[src/rtl/mem_defines.sv]
// Shared memory-interface definitions: AXI-Lite master states and
// response codes used by the CPU-side bus master.
package mem_defines;

  typedef enum logic [2:0] {
    IDLE,
    WRITE,
    WRESP,
    RADDR,
    RDATA
  } axil_master_state_t;

  localparam logic [1:0] RESP_OKAY   = 2'b00;
  localparam logic [1:0] RESP_SLVERR = 2'b10;

endpackage

[src/rtl/axil_cpu_master.sv]
// CPU memory port to AXI-Lite master bridge.
// One transaction in flight; misaligned requests fail locally.
module axil_cpu_master
  import mem_defines::*;
#(
  parameter int DATA_WIDTH = 32,
  parameter int ADDR_WIDTH = 16,
  parameter int STRB_WIDTH = DATA_WIDTH / 8
) (
  input  logic                  clk,
  input  logic                  rst,
  input  logic                  mem_req,
  input  logic                  mem_we,
  input  logic                  mem_instr,
  input  logic [ADDR_WIDTH-1:0] mem_addr,
  input  logic [DATA_WIDTH-1:0] mem_wdata,
  input  logic [STRB_WIDTH-1:0] mem_be,
  output logic                  mem_ready,
  output logic                  mem_done,
  output logic                  mem_err,
  output logic [DATA_WIDTH-1:0] mem_rdata,
  output logic [ADDR_WIDTH-1:0] m_axil_awaddr,
  output logic [2:0]            m_axil_awprot,
  output logic                  m_axil_awvalid,
  input  logic                  m_axil_awready,
  output logic [DATA_WIDTH-1:0] m_axil_wdata,
  output logic [STRB_WIDTH-1:0] m_axil_wstrb,
  output logic                  m_axil_wvalid,
  input  logic                  m_axil_wready,
  input  logic [1:0]            m_axil_bresp,
  input  logic                  m_axil_bvalid,
  output logic                  m_axil_bready,
  output logic [ADDR_WIDTH-1:0] m_axil_araddr,
  output logic [2:0]            m_axil_arprot,
  output logic                  m_axil_arvalid,
  input  logic                  m_axil_arready,
  input  logic [DATA_WIDTH-1:0] m_axil_rdata,
  input  logic [1:0]            m_axil_rresp,
  input  logic                  m_axil_rvalid,
  output logic                  m_axil_rready
);

  localparam logic [ADDR_WIDTH-1:0] AMASK =
    ADDR_WIDTH'(STRB_WIDTH - 1);

  axil_master_state_t state, state_d;

  logic [ADDR_WIDTH-1:0] addr_q;
  logic [DATA_WIDTH-1:0] wdata_q;
  logic [STRB_WIDTH-1:0] be_q;
  logic                  we_q;
  logic                  instr_q;
  logic                  awvalid_q, awvalid_d;
  logic                  wvalid_q, wvalid_d;
  logic                  arvalid_q, arvalid_d;
  logic                  done_q, done_d;
  logic                  err_q, err_d;
  logic [DATA_WIDTH-1:0] rdata_q, rdata_d;

  logic accept;
  logic misalign;
  logic aw_hs, w_hs, b_hs, ar_hs, r_hs;

  assign mem_ready = (state == IDLE);
  assign accept    = mem_req && mem_ready;
  assign misalign  = |(mem_addr & AMASK);

  assign mem_done  = done_q;
  assign mem_err   = err_q;
  assign mem_rdata = rdata_q;

  assign m_axil_awaddr  = addr_q;
  assign m_axil_araddr  = addr_q;
  assign m_axil_awprot  = {instr_q, 2'b00};
  assign m_axil_arprot  = {instr_q, 2'b00};
  assign m_axil_wdata   = wdata_q;
  assign m_axil_wstrb   = be_q;
  assign m_axil_awvalid = awvalid_q;
  assign m_axil_wvalid  = wvalid_q;
  assign m_axil_arvalid = arvalid_q;
  assign m_axil_bready  = we_q &&
    (state == WRITE || state == WRESP);
  assign m_axil_rready  = !we_q &&
    (state == RADDR || state == RDATA);

  assign aw_hs = awvalid_q && m_axil_awready;
  assign w_hs  = wvalid_q && m_axil_wready;
  assign b_hs  = m_axil_bready && m_axil_bvalid;
  assign ar_hs = arvalid_q && m_axil_arready;
  assign r_hs  = m_axil_rready && m_axil_rvalid;

  always_ff @(posedge clk) begin
    if (rst) begin
      state     <= IDLE;
      awvalid_q <= 1'b0;
      wvalid_q  <= 1'b0;
      arvalid_q <= 1'b0;
      done_q    <= 1'b0;
      err_q     <= 1'b0;
      rdata_q   <= '0;
      addr_q    <= '0;
      wdata_q   <= '0;
      be_q      <= '0;
      we_q      <= 1'b0;
      instr_q   <= 1'b0;
    end else begin
      state     <= state_d;
      awvalid_q <= awvalid_d;
      wvalid_q  <= wvalid_d;
      arvalid_q <= arvalid_d;
      done_q    <= done_d;
      err_q     <= err_d;
      rdata_q   <= rdata_d;
      if (accept) begin
        addr_q  <= mem_addr;
        wdata_q <= mem_wdata;
        be_q    <= mem_be;
        we_q    <= mem_we;
        instr_q <= mem_instr;
      end
    end
  end

  always_comb begin
    state_d   = state;
    awvalid_d = awvalid_q;
    wvalid_d  = wvalid_q;
    arvalid_d = arvalid_q;
    done_d    = 1'b0;
    err_d     = 1'b0;
    rdata_d   = rdata_q;
    unique case (state)
      IDLE: begin
        if (accept) begin
          if (misalign) begin
            done_d = 1'b1;
            err_d  = 1'b1;
          end else if (mem_we) begin
            state_d   = WRITE;
            awvalid_d = 1'b1;
            wvalid_d  = 1'b1;
          end else begin
            state_d   = RADDR;
            arvalid_d = 1'b1;
          end
        end
      end
      WRITE: begin
        if (aw_hs) awvalid_d = 1'b0;
        if (w_hs) wvalid_d = 1'b0;
        // B may land in the same cycle as the last AW/W beat
        if (b_hs) begin
          state_d   = IDLE;
          awvalid_d = 1'b0;
          wvalid_d  = 1'b0;
          done_d    = 1'b1;
          err_d     = (m_axil_bresp != RESP_OKAY);
        end else if (!awvalid_d && !wvalid_d) begin
          state_d = WRESP;
        end
      end
      WRESP: begin
        if (b_hs) begin
          state_d = IDLE;
          done_d  = 1'b1;
          err_d   = (m_axil_bresp != RESP_OKAY);
        end
      end
      RADDR: begin
        if (ar_hs) arvalid_d = 1'b0;
        if (r_hs) begin
          state_d   = IDLE;
          arvalid_d = 1'b0;
          done_d    = 1'b1;
          err_d     = (m_axil_rresp != RESP_OKAY);
          rdata_d   = m_axil_rdata;
        end else if (ar_hs) begin
          state_d = RDATA;
        end
      end
      RDATA: begin
        if (r_hs) begin
          state_d = IDLE;
          done_d  = 1'b1;
          err_d   = (m_axil_rresp != RESP_OKAY);
          rdata_d = m_axil_rdata;
        end
      end
      default: state_d = IDLE;
    endcase
  end

endmodule

[config.mk]
export PLATFORM = sky130hd
export DESIGN_NAME = axil_cpu_master
export DESIGN_NICKNAME = d
export VERILOG_FILES = /design/src/rtl/mem_defines.sv /design/src/rtl/axil_cpu_master.sv
export SDC_FILE = /design/constraint.sdc
export NUM_CORES = 1
export LEC_CHECK = 0
export ABC_AREA = 1
export CORE_MARGIN = 8
export CORE_UTILIZATION = 38
export CTS_CLUSTER_DIAMETER = 80
export DETAILED_ROUTE_END_ITERATION = 16
export HOLD_SLACK_MARGIN = 0.02
export PLACE_DENSITY_LB_ADDON = 0.08
export SLEW_MARGIN = 40
export SYNTH_ARGS = -nofsm -noshare
export SYNTH_HDL_FRONTEND = slang
export SYNTH_SLANG_ARGS = --single-unit
[constraint.sdc]
create_clock -name clk -period 1.6 [get_ports clk]
set_input_delay 0.16 -clock clk [delete_from_list [all_inputs] [get_ports clk]]
set_output_delay 0.16 -clock clk [all_outputs]
set_load 0.02 [all_outputs]
==> metrics.yaml, run 1 <==
power.density_nw_per_um2: 1580
wire_per_inst_um: 15.3
p_sw_uw: 3600
cp.required_ps: 1440
vias: 3803
io_buffer_count: 207
crit_buf_inv: 2
synth_area_leader_cell: "dfxtp_1"
hold_viol: 0
vdd_drop_max_mv: 0.909
holdPathEnd: "mem_rdata[31]$_SDFFE_PP0P_"
place_congestion: 0.901
reg2reg_depth: 8
vias_per_cell: 4.68
finalInstanceArea_um2: 6070
synth_top_family_by_area: "simple AND/OR/NAND/NOR gates"
synth_compound_area_share_pct: 15.1
core_area_um2: 9590
reg2reg_from: "state[2]$_SDFFE_PP0P_"
p_clk_share_pct: 19.3
max_stage_delay_ps: 340
power.share.sequential_pct: 34.6
path_cells: "nor2_2, nand2_2, inv_1, clkdlybuf4s15_2"
cts_buffers: 9
setup_viol: 0
synth_xor_area_share_pct: 0
rsz0062_at_grt: "yes"
synth.area.mux_share_pct: 0
reg2reg_slack_ps: 130
syn_inst: 489
combPwrFrac_pct: 46.1
insertion_delay_ps: 350
gr-total-overflow: 0
final_cell_mix: "clkdlybuf4s50_1, nor2_1, dfxtp_1, nand2_1, o21ai_0"
path_clk_slew_ps: 90
nNetsFinal: 772
ys_top_cells_by_area: "dfxtp_1, nor2_1, o21ai_0, a21oi_1, nand3_1"
ant_nets: 0
worstPathMaxFanout: 4
diodes: 0
pin_count: 212
synth_area_um2: 3690
grt_use_total_pct: 18.4
worstPathArrival_ps: 1420
drv_cap: 0
h-tree-depth: 3
endpoint_kind: "output port"
syn_avg_cell_area_um2: 7.56
cts_sinks: 94
path_class: "flip-flop to output port"
rows: 36
drc: 0
maxSlewViolCount: 0
final_common_cell: "clkdlybuf4s50_1"
cp_top_family: "buffers and inverters"
dp_hpwl_um: 9320
synth_cell_types: 21
dpl_cell_area_um2: 5830
critPathSlowestCell: "dfxtp_1"
fp.dieW_um: 115
worstHoldPathType: "input pin to flip-flop"
crit_path_start_kind: "flip-flop"
p_total_uw: 9600
whs_path_depth: 3
grt_antenna_before_repair: 0
min_from: "m_axil_rdata[31]"
initial_core_util_pct: 38.5
p_int_uw: 6000
firstDrtPassIters: 6
yosysSeqAreaShare_pct: 50.9
first_iter_violations: 215
max_clock_freq_ghz: 0.634
finalWorstPathRequiredPeriod_ps: 1580
finClkSkew_ps: 9.24
cts_tree: "yes"
r2r_end: "state[1]$_SDFFE_PP0P_"
synthAdderAreaFrac_pct: 0
utilization_pct: 63.3
yosysWarnings: 0
grt_pass1_wl_um: 19200
finalCritPeriodShare_pct: 98.5
synth_seq_cells: 94
drive_gt1_share_pct: 6.48
die_h_um: 115
die-area_um2: 13100
clk_path_buf_depth: 2
syn_to_final_growth_pct: 64.3
wirelength_um: 12400
outcome: "finished, final reports clean"
holdWs_ps: 377
swShare_pct: 37.5
synth_simple_gate_area_share_pct: 23.6
yosysTopAreaCellShare_pct: 50.9
root_buffer: "clkbuf_8"
postCtsHoldBufs: 0
grt_max_degree: 43
p_leak_uw: 0.00243
grt_pass1_vias: 3835
[worst register-to-register path: cells and delay by family (launching register included)]
family | cells | cell delay, ps
AND/OR/NAND/NOR | 6 | 780
buffers and inverters | 2 | 180
flip-flops | 1 | 430
[metrics by stage]
step | setup TNS [ps] | instances | setup WS (ps)
final | 0 | 812 | 23.7
after global routing | -18.7 | 812 | -18.7
after CTS | 0 | 812 | 0.802
after detailed placement | -10.3 | 796 | -6.12
after global placement | 0 | 796 | 27.1
after floorplan | 0 | 492 | 108
[area by class of cell]
type,instances,area [um2]
multi-input combinational,325,1450
timing repair buffer,223,2250
tap,133,166
clock inverter,6,109
inverter,21,78.8
sequential,94,1880
clock buffer,10,128
fill,883,3520
[logic make-up (layout without fill, tap and decap cells)]
family          Yosys count  count (layout)
compound gates          107             107
buf+inv                  73             260
flops                    94              94
other cells               1               4
simple gates            214             214
[power groups by stage]
stage | sequential [uW] | clock [uW] | combinational (uW)
6_report | 3320 | 1850 | 4430
3_5_place_dp | 3370 | 0 | 4450
5_1_grt | 3400 | 2010 | 4760
4_1_cts | 3320 | 1900 | 4470
2_1_floorplan | 4040 | 0 | 1660
3_3_place_gp | 3340 | 0 | 4400
[worst max-delay path by stage]
stage	start	endpoint	slack (ps)	depth (start not counted)
3_5_place_dp	m_axil_rvalid	state[1]$_SDFFE_PP0P_	-6	8
4_1_cts	m_axil_araddr[1]$_SDFFE_PP0N_	m_axil_awaddr[1]	0.8	1
2_1_floorplan	state[0]$_SDFFE_PP0P_	m_axil_wvalid$_SDFFE_PP0P_	110	7
3_3_place_gp	state[0]$_SDFFE_PP0P_	m_axil_bready	30	5
5_1_grt	state[0]$_SDFFE_PP0P_	mem_ready	-20	4
6_report	state[0]$_SDFFE_PP0P_	mem_ready	20	4
[registers in the layout, indices dropped and copies added (netlist names), 3 cells and up]
name / count
mem_rdata: 32
state: 3
m_axil_wstrb: 4
m_axil_wdata: 32
m_axil_araddr: 16
[Yosys cell counts, drive strengths merged]
cell      n
o211ai    4
a21oi    43
clkbuf   18
nand3    41
dfxtp    94
nand3b    1
nand2    55
buf      34
o21ai    59
inv      21
o21bai    1
nor2    117
conb      1
[routing by layer]
metal / global-route usage, % / up-vias / part of all wire [%]
met3: 8.33 / 21 / 11
met1: 19.8 / 1713 / 39
met2: 30.8 / 147 / 47
met5: 0 / - / 0
met4: 7.36 / 0 / 2.1
li1: - / 1922 / -
[timing repair]
action | 4_1_cts | 5_1_grt
buffers inserted | 0 | 0
resized for setup | 11 | 6
pin swaps | 0 | 0
endpoints found under the setup margin | 3 | 7
(Power assumes the default switching activity.)
==> run 2, diff against run 1 <==
--- a/config.mk
+++ b/config.mk
@@ -6,6 +6,7 @@
 export NUM_CORES = 1
 export LEC_CHECK = 0
 export ABC_AREA = 1
+export CAP_MARGIN = 20
 export CORE_MARGIN = 8
 export CORE_UTILIZATION = 38
 export CTS_CLUSTER_DIAMETER = 80
==> results of run 2 <==
No change in the layout: final DEF, timing and power equal those of run 1.
==> run 3, diff against run 2 <==
--- a/config.mk
+++ b/config.mk
@@ -7,12 +7,15 @@
 export LEC_CHECK = 0
 export ABC_AREA = 1
 export CAP_MARGIN = 20
+export CELL_PAD_IN_SITES_DETAIL_PLACEMENT = 1
+export CELL_PAD_IN_SITES_GLOBAL_PLACEMENT = 1
 export CORE_MARGIN = 8
-export CORE_UTILIZATION = 38
+export CORE_UTILIZATION = 26
 export CTS_CLUSTER_DIAMETER = 80
 export DETAILED_ROUTE_END_ITERATION = 16
 export HOLD_SLACK_MARGIN = 0.02
 export PLACE_DENSITY_LB_ADDON = 0.08
+export SKIP_LAST_GASP = 1
 export SLEW_MARGIN = 40
 export SYNTH_ARGS = -nofsm -noshare
 export SYNTH_HDL_FRONTEND = slang
==> metrics.yaml, run 3 (synthesis gave the netlist of run 1 again) <==
outcome: "finished, final reports clean"
grt_pass1_vias: 4183
ant_nets: 0
wire_per_inst_um: 16.6
cp.depth: 1
holdWs_ps: 392
setup_viol: 0
p_clk_share_pct: 21.7
crit_buf_inv: 1
grt_antenna_before_repair: 0
critPathSlowestCell: "clkdlybuf4s50_1"
io_buffer_count: 207
grt_use_total_pct: 15.4
final_cell_mix: "clkdlybuf4s50_1, nor2_1, dfxtp_1, nand2_1, o21ai_0"
critPathLaunch: "m_axil_araddr[1]$_SDFFE_PP0N_"
p_leak_uw: 0.00245
reg2reg_slack_ps: 150
hold_viol: 0
drv_cap: 0
final_common_cell: "clkdlybuf4s50_1"
cts_sinks: 94
pin_count: 212
worstPathArrival_ps: 1380
cp_top_family: "buffers and inverters"
nNetsFinal: 775
multiInputGateArea_um2: 1460
finClkSkew_ps: 5.56
postCtsHoldBufs: 0
h-tree-depth: 3
vdd_drop_max_mv: 0.688
grt_max_degree: 52
initial_core_util_pct: 26.6
fp.dieW_um: 135
finalCritPeriodShare_pct: 96.5
cts_buffers: 9
swShare_pct: 37.7
p_total_uw: 10000
insertion_delay_ps: 340
gr-total-overflow: 0
max_clock_freq_ghz: 0.648
vias: 3911
core_area_um2: 13900
p_int_uw: 6260
endpoint_kind: "output port"
reg2reg_depth: 7
finalWorstPathRequiredPeriod_ps: 1540
worstPathMaxFanout: 3
root_buffer: "clkbuf_16"
rsz0062_at_grt: "yes"
setup-tns-final_ps: 0
cts_tree: "yes"
die_h_um: 135
cp.required_ps: 1440
syn_to_final_growth_pct: 68.8
combPwrFrac_pct: 45.1
seq_area_um2: 1890
place_congestion: 0.760
clk_path_buf_depth: 2
maxSlewViolCount: 0
path_clk_slew_ps: 70
diodes: 0
wirelength_um: 14300
die-area_um2: 18300
r2r_end: "state[0]$_SDFFE_PP0P_"
grt_pass1_wl_um: 22300
firstDrtPassIters: 4
dp_hpwl_um: 10700
reg2reg_from: "state[1]$_SDFFE_PP0P_"
worstHoldPathType: "input pin to flip-flop"
max_stage_delay_ps: 640
drive_gt1_share_pct: 7.33
p_sw_uw: 3790
power.share.sequential_pct: 33.2
drc: 0
rows: 43
first_iter_violations: 167
power.density_nw_per_um2: 1610
vias_per_cell: 4.54
crit_path_start_kind: "flip-flop"
nFillCells: 1650
path_cells: "clkdlybuf4s50_1"
path_class: "flip-flop to output port"
endpoint: "m_axil_awaddr[1]"
-- run 3: cell types whose count changed in the layout (fill, tap and decap cells not counted), sizes merged --
cell           delta
buf               +3
bufinv            -2
clkbuf            +2
clkinvlp          +2
clkdlybuf4s15     -1
clkdlybuf4s50     +1
dlymetal6s2s      -1
inv               -1
-- run 3: stage by stage --
stage / setup WS, ps / instances / utilization, % / cell area, um2
2_1_floorplan: 108 / 492 / - / 3710
5_1_grt: -17.2 / 862 / 44.9 / 6240
3_3_place_gp: -27.6 / 846 / 42.7 / 5920
4_1_cts: -26.0 / 862 / 44.8 / 6220
3_5_place_dp: -94.0 / 846 / 42.7 / 5920
6_report: 56.3 / 862 / 44.9 / 6240
-- run 3: area by class of cell --
cell class | instances | share of cell area (%)
Timing Repair Buffer | 226 | 36.6
Clock buffer | 11 | 3.89
Multi-Input combinational cell | 325 | 23.5
Inverter | 21 | 1.26
Sequential cell | 94 | 30.2
Tap cell | 180 | 3.61
Clock inverter | 5 | 0.943
-- run 3: worst min-delay path by stage --
stage	cells past startpoint	endpoint	start
global route	3	m_axil_wstrb[2]$_SDFFE_PP0N_	mem_be[2]
detailed placement	2	mem_rdata[14]$_SDFFE_PP0P_	mem_rdata[14]$_SDFFE_PP0P_
global placement	2	mem_rdata[30]$_SDFFE_PP0P_	mem_rdata[30]$_SDFFE_PP0P_
CTS	3	mem_rdata[1]$_SDFFE_PP0P_	m_axil_rdata[1]
finish	3	mem_rdata[31]$_SDFFE_PP0P_	m_axil_rdata[31]
floorplan	2	m_axil_araddr[10]$_SDFFE_PP0N_	mem_addr[10]
-- run 3: tightest hold or removal path, delay by kind of cell --
kind | cells | cell delay [ps]
AND/OR/NAND/NOR | 1 | 80
AO/OA/AOI/OAI | 1 | 60
buffers and inverters | 1 | 400
-- run 3: power by group through the flow --
stage               logic (uW)  clock network, uW  registers [uW]
floorplan                 1660                  0            4040
global placement          4540                  0            3340
detailed placement        4600                  0            3370
CTS                       4610               2270            3330
global route              4910               2370            3420
finish                    4540               2180            3330
-- run 3: layer usage --
metal  global-route usage [%]  vias up  part of all wire [%]
met5                        0        -                     0
met4                     4.63        0                   1.1
met3                     8.49       10                    12
met2                     24.8      135                    46
met1                     17.0     1838                    41
li1                         -     1928                     -
-- run 3: what timing repair did --
| action | in CTS | in global routing |
|---|---|---|
| pin swaps | 0 | 1 |
| setup endpoints to repair | 3 | 38 |
| resized for setup | 10 | 11 |
| setup buffers | 0 | 0 |
